`src/rtl/char_line_pkg.sv`:
```
// Shared constants and write-side state encoding for the character line receiver.
package char_line_pkg;
  localparam logic [7:0] CHAR_IDLE = 8'h00;
  localparam logic [7:0] CHAR_NL   = 8'h0A;

  typedef enum logic [1:0] {
    FILL    = 2'd0,
    DISCARD = 2'd1,
    PENDING = 2'd2
  } wstate_e;
endpackage

```
`src/rtl/char_line_ram.sv`:
```
// Ping-pong line storage: bank bit is the address MSB, sync write, async read.
module char_line_ram
  import char_line_pkg::*;
#(
  parameter int unsigned DEPTH = 16
) (
  input  logic                     clk,
  input  logic                     we,
  input  logic [$clog2(DEPTH):0]   waddr,
  input  logic [7:0]               wdata,
  input  logic [$clog2(DEPTH):0]   raddr,
  output logic [7:0]               rdata
);
  logic [7:0] mem [2*DEPTH];

  always_ff @(posedge clk) begin
    if (we) mem[waddr] <= wdata;
  end

  assign rdata = mem[raddr];
endmodule

```
`src/rtl/char_line_rx.sv`:
```
// Assembles newline-terminated lines into one bank while the other bank is
// replayed on a ready-paced output character stream.
module char_line_rx
  import char_line_pkg::*;
#(
  parameter int unsigned DEPTH = 16
) (
  input  logic       clk,
  input  logic       rst,
  input  logic [7:0] in,
  output logic [7:0] out,
  input  logic       out_ready,
  output logic       line_done,
  output logic       overflow,
  output logic       busy
);
  localparam int unsigned AW = $clog2(DEPTH);

  wstate_e       state, state_nxt;
  logic [AW-1:0] wptr;
  logic [AW:0]   rptr, rlen;
  logic          wsel;
  logic          we, drop, swap;
  logic          is_char, is_nl, rd_free;
  logic [7:0]    rd_data;

  assign is_char = (in != CHAR_IDLE);
  assign is_nl   = (in == CHAR_NL);
  assign rd_free = (rlen == rptr);
  assign busy    = (rptr < rlen) || (state == PENDING);

  char_line_ram #(.DEPTH(DEPTH)) u_ram (
    .clk   (clk),
    .we    (we),
    .waddr ({wsel, wptr}),
    .wdata (in),
    .raddr ({~wsel, rptr[AW-1:0]}),
    .rdata (rd_data)
  );

  always_ff @(posedge clk) begin
    if (!rst) state <= FILL;
    else      state <= state_nxt;
  end

  always_comb begin
    state_nxt = state;
    we        = 1'b0;
    drop      = 1'b0;
    swap      = 1'b0;
    case (state)
      FILL, DISCARD: begin
        if (is_nl) begin
          // Newline always lands in the write bank; commit now or wait.
          we        = 1'b1;
          swap      = rd_free;
          state_nxt = rd_free ? FILL : PENDING;
        end else if (is_char) begin
          if (state == DISCARD || wptr == AW'(DEPTH-1)) begin
            drop      = 1'b1;
            state_nxt = DISCARD;
          end else begin
            we = 1'b1;
          end
        end
      end
      PENDING: begin
        drop = is_char;
        if (rd_free) begin
          swap      = 1'b1;
          state_nxt = FILL;
        end
      end
      default: state_nxt = FILL;
    endcase
  end

  always_ff @(posedge clk) begin
    if (!rst) begin
      out       <= CHAR_IDLE;
      line_done <= 1'b0;
      overflow  <= 1'b0;
      wptr      <= '0;
      rptr      <= '0;
      rlen      <= '0;
      wsel      <= 1'b0;
    end else begin
      line_done <= swap;
      overflow  <= drop;
      out       <= CHAR_IDLE;
      if (out_ready && (rptr < rlen)) begin
        out  <= rd_data;
        rptr <= rptr + 1'b1;
      end
      if (swap) begin
        wsel <= ~wsel;
        rlen <= {1'b0, wptr} + 1'b1;
        rptr <= '0;
        wptr <= '0;
      end else if (we && !is_nl) begin
        wptr <= wptr + 1'b1;
      end
    end
  end
endmodule

```
`config.mk`:
```
export PLATFORM = sky130hd
export DESIGN_NAME = char_line_rx
export DESIGN_NICKNAME = d
export VERILOG_FILES = /design/src/rtl/char_line_pkg.sv /design/src/rtl/char_line_ram.sv /design/src/rtl/char_line_rx.sv
export SDC_FILE = /design/constraint.sdc
export NUM_CORES = 1
export LEC_CHECK = 0
export CAP_MARGIN = 0
export CORE_ASPECT_RATIO = 0.8
export CORE_MARGIN = 1
export CORE_UTILIZATION = 65
export CTS_BUF_LIST = sky130_fd_sc_hd__clkbuf_4 sky130_fd_sc_hd__clkbuf_8
export CTS_CLUSTER_DIAMETER = 150
export DETAILED_ROUTE_END_ITERATION = 7
export PLACE_DENSITY = 0.82
export SETUP_SLACK_MARGIN = 0.15
export SLEW_MARGIN = 0
export SYNTH_ARGS = -nofsm -noshare
export SYNTH_HDL_FRONTEND = slang
export SYNTH_SLANG_ARGS = --single-unit
```
`constraint.sdc`:
```
create_clock -name clk -period 5.5 [get_ports clk]
set_input_delay 1.375 -clock clk [delete_from_list [all_inputs] [get_ports clk]]
set_output_delay 1.375 -clock clk [all_outputs]
set_load 0.05 [all_outputs]
```
### Word level (Yosys, flattened, before mapping)

Memories as Yosys holds them, arrays and structs flattened. A register that Yosys moved wholly into a read port is not among the register bits.
Cells that the tools add are included.

* register bits: 19
* latch bits: 0
* memory bits (writable): 256
* ROM bits: 0
* input port bits: 11
* output and inout bits: 11
* word-level logic and storage cells: 53
* memories kept: 1

Memories
* u_ram.mem: depth 32, width 8, rd ports 1, clocked after memory_dff 1, write ports 1, RTL line char_line_ram.sv:14 `logic [7:0] mem [2*DEPTH];`

* add/subtract/negate cells: 3
* multiply operators: 0
* divide/modulo/power cells: 0
* $lt $le $gt $ge: 1
* equal/unequal tests: 8
* shift-type cells: 0
* mux-type cells: 19
* bitwise logic cells: 2
* reductions and logical operators: 12

Operator list (count)
* 2-to-1 mux 1 bit: 11
* 2-to-1 mux 2 bit: 5
* == test 8 x 4 -> 1 bit, second input constant: 1
* nonzero test 8 bit: 1
* inequality test 3 bit, second input constant: 2
* adder 4 x 1 -> 5 bit, second input constant: 1
* adder 5 x 1 -> 5 bit, second input constant: 1
* == test 5 bit: 1
* < comparator 5 bit: 1
* adder 4 x 1 -> 4 bit, second input constant: 1
* == test 4 bit, second input constant: 1
* one-hot mux 1 bit (2 select lines): 2
* one-hot mux 2 bit (2 select lines): 1
* OR reduction 2 bit: 2
* AND reduction 3 bit: 1
* == test 2 x 1 -> 1 bit, second input constant: 1
* == test 2 bit, second input constant: 1
* logical AND 1 bit: 2
* logical NOT 1 bit: 2
* logical NOT 2 bit: 1
* logical OR 1 bit: 2
* inequality test 2 bit, second input constant: 1
* inverter 1 bit: 2
* AND reduction 2 bit: 1

### Logic depth before layout (Yosys ltp)

* depth after elaboration: 8
* mapped depth: 11
* gate-level depth less buffers: 7

### Modules after synthesis

A second synthesis with hierarchy kept.

* cell total of the unflattened synthesis: 544
* area, all modules: 11165.7 sq um

Modules (own cells, without submodules)
* char_line_ram: instances 1, cells each 409, area an instance 9893.2 sq um, sequential area each 7687.4 sq um
* char_line_rx: instances 1, cells each 135, area an instance 1272.5 sq um, sequential area each 540.5 sq um

### Worst setup path before layout

OpenSTA, ideal clock, no wires.

* kind: reg2out
* start: register rptr[0]
* end: output port busy
* data arrival time: 2.390 ns
* required time: 4.125 ns
* setup slack: 1.735 ns
* cell stages (with the launch flop): 10
* buffers on the path: 3
* cells stage by stage: dfxtp_1 buf_6 buf_12 buf_8 inv_2 ha_1 nor2b_1 o21ai_1 a21oi_1 o21ai_0

* word-level cells in the longest chain between the ends: 2

RTL lines
* start, declared: RTL line char_line_rx.sv:21 `logic [AW:0] rptr, rlen;`
* start signal, assigned: RTL line char_line_rx.sv:93 `rptr <= rptr + 1'b1;`
* < comparator 5 bit: RTL line char_line_rx.sv:30 `assign busy = (rptr < rlen) || (state == PENDING);`
* logical OR 1 bit: RTL line char_line_rx.sv:30
* end, declared: RTL line char_line_rx.sv:15 `output logic busy`

No other way between the ends.

### Final worst setup path

Same ends and word-level chain as after synthesis.

==> metrics <==
outcome completed; width of the die 149 microns; ANT nets after route 0; average size of a mapped cell 18.3 sq um; #FFs+latches synth 283; syn nets 637; reg2reg setup slack 2320 ps; Hold Crit Depth 2; latest clock arrival within the worst-skew pair 540 ps; sequential share of the synthesized area 0.729; HP Start rlen[1]; worst slew pin tran 952 ps; fin crit share 0.853; CP required 4120 ps; RSZ-0062 raised after global routing no; synthesized instance count 616; Setup Crit Path Kind flop to output port; Die Ht 120 microns; final WL 24900 microns; Buf/Inv on CP 2; ant diodes 0; Adder-Cell Fraction of Synth Area 0.0111; layout cells sized above 1 0.216; CTS root buffer clkbuf_8; final worst slack 811 ps; initial antenna violation count 0; drt pass-1 iters 5; multiplexer area fraction after synthesis 0.126; gpl congestion 0.889; synth warn 0; endpoint class of the critical path output port; Die ar. 17900 sq um; leakage 3.95 nW; Core Region 16800 sq um; Top Ports 22; number of synthesized flops with an enable pin 256; Setup violations, final 0; Starting Density 0.673; final core utilization 0.750; clock-pin slew on the worst setup and hold paths 70 ps; Layout area overhead 11.4%; slowest CP cell dfxtp_4; Post-synth ARST share 0; GR Util All Layers 0.297; postcts setup bufs 0; # DRC 0; pwr dens 336 nW/um^2; clk_skew 28.9 ps; Max Fanout on Critical Path 34; Critical Path Max Stage Delay 740 ps; IO Port Bufs 21; worst reg2reg path depth 4; largest net degree at the start of global routing 50; pre-CTS setup slack 970 ps; max_cap viols 0; Worst VDD drop 0.219 mV; fmax 213 MHz; Netlist cell types 56; CTS resizes 0; CP Launch Type flop; post-place instance area 11700 sq um; # nets final 687; Max-slew headroom 0.363; gr ovfl total 0; initial drt markers 812; Synth Area in Simple Gates 0.0514; commonest non-fill, non-tap cell in the layout edfxtp_1; Rows 42; clock buffer depth 3; Reg-to-Reg Start rptr[0]; worst hold slack 471 ps; WL per Instance 27.1 microns; vias in the first global route 6342; CTS Hold Bufs 0; Crit Reg-Reg Endpoint out[2]; CTS sink cnt 283; hold worst-path end rlen[1]; TritonCTS Buffers 42; Slew Viols, Final 0; main combinational cell family by area after synthesis multiplexers; Top FF cell, synth edfxtp_1; via count 6177; minimum clock period 4690 ps; vias per std cell 6.73; Post-Syn Area 11300 sq um; Hold Vio Cnt, Final 0; Worst path top cell family by delay buffers and inverters; Crit path arrival time 3310 ps; CP Cell Sequence inv_2 > ha_1 > nor2b_1 > o21ai_1 > a21oi_1 > o21ai_0 > clkdlybuf4s50_1; Final HPWL DP 16000 microns; compound-cell area share of the yosys netlist 0.0560; CTS tree yes; Hold Path Class flop to flop; global-route wire length before repair 37800 microns; design area 12600 sq um; TNS Setup 0 ps; H-Tree Depth 2; most frequent cells in the layout edfxtp_1, clkbuf_8, nor2_1, mux4_2, mux2i_1; Synth Area in XOR/XNOR 0.00543
synthesized netlist by cell type (3+ instances only):
cell type	number	area share
buf_2	9	0.0040
nand3b_1	5	0.0033
inv_1	8	0.0027
nand2b_1	3	0.0017
o22ai_1	8	0.0044
xor2_1	3	0.0023
clkbuf_1	14	0.0047
a2111oi_2	7	0.0093
nor2b_1	3	0.0017
mux4_1	7	0.016
xnor2_1	4	0.0031
nor2_1	44	0.015
mux4_2	41	0.082
nand3_1	15	0.0067
o21ai_1	6	0.0027
o31ai_1	4	0.0027
ha_1	10	0.011
mux2i_1	32	0.028
o21ai_0	4	0.0018
buf_4	3	0.0020
or4_1	3	0.0020
dfxtp_1	27	0.048
buf_6	4	0.0040
a22o_1	7	0.0054
edfxtp_1	256	0.68
o221ai_1	7	0.0054
a211oi_1	7	0.0047
nand2_1	17	0.0057
nand3b_2	3	0.0030
a21oi_1	17	0.0075
a22oi_1	7	0.0047
stage by stage:
stage,cells,total power (W)
2_1_floorplan,616,0.00248
3_3_place_gp,842,0.00255
3_5_place_dp,842,0.00256
4_1_cts,918,0.00423
5_1_grt,918,0.00433
6_report,918,0.00422
registers in the layout, indices dropped and copies added, names as in the netlist:
register	count
state	2
rlen	5
rptr	5
overflow	1
wsel	1
out	8
wptr	4
u_ram.mem	256
line_done	1
layout make-up:
class	instances	area [sq um]
sequential	283	8230
timing repair buffer	38	338
clock inverter	9	45.0
multi-input combinational	292	2830
tap	220	275
fill	919	4190
clock buffer	67	816
inverter	9	33.8
where the power goes:
part / leakage, nW / internal [W] / switching, W / total (W)
Combinational: 0.960 / 0.0000382 / 0.0000953 / 0.000134
Clock: 0.456 / 0.000941 / 0.000762 / 0.00170
Sequential: 2.53 / 0.00237 / 0.0000143 / 0.00239
Total: 3.95 / 0.00335 / 0.000872 / 0.00422
worst min-delay path, stage by stage, from the launching register on:
cell and delay (ps):
dfxtp_1 320, nand3_1 60, o21ai_1 50
worst max path at each step:
stage	to	startpoint	cells past startpoint
finish	busy	rptr[0]	7
global route	busy	rptr[0]	7
CTS	busy	rptr[0]	7
detailed placement	u_ram.mem[25][3]	in[2]	6
global placement	u_ram.mem[8][1]	in[2]	6
floorplan	busy	rptr[0]	9
cell families (layout without fill, tap and decap cells):
group                    count (synthesis)  after routing
AO/OA/AOI/OAI                           83             83
AND/OR/NAND/NOR                        112            112
buffers and inverters                   41            123
multiplexers                            80             80
XOR/XNOR                                 7              7
adder cells (fa/ha/maj)                 10             10
flip-flops                             283            283
layer usage:
layer  part of all wire  wire length [microns]  up-vias  GRT usage
met5                  0                      0        -          0
met4              0.023                    582        0      0.102
met3               0.12                   2950       48     0.0772
met2               0.46                  11600      422      0.440
met1               0.39                   9800     3093      0.436
li1                   -                      -     2614          -
No activity file was read; power rests on OpenSTA's default activity.
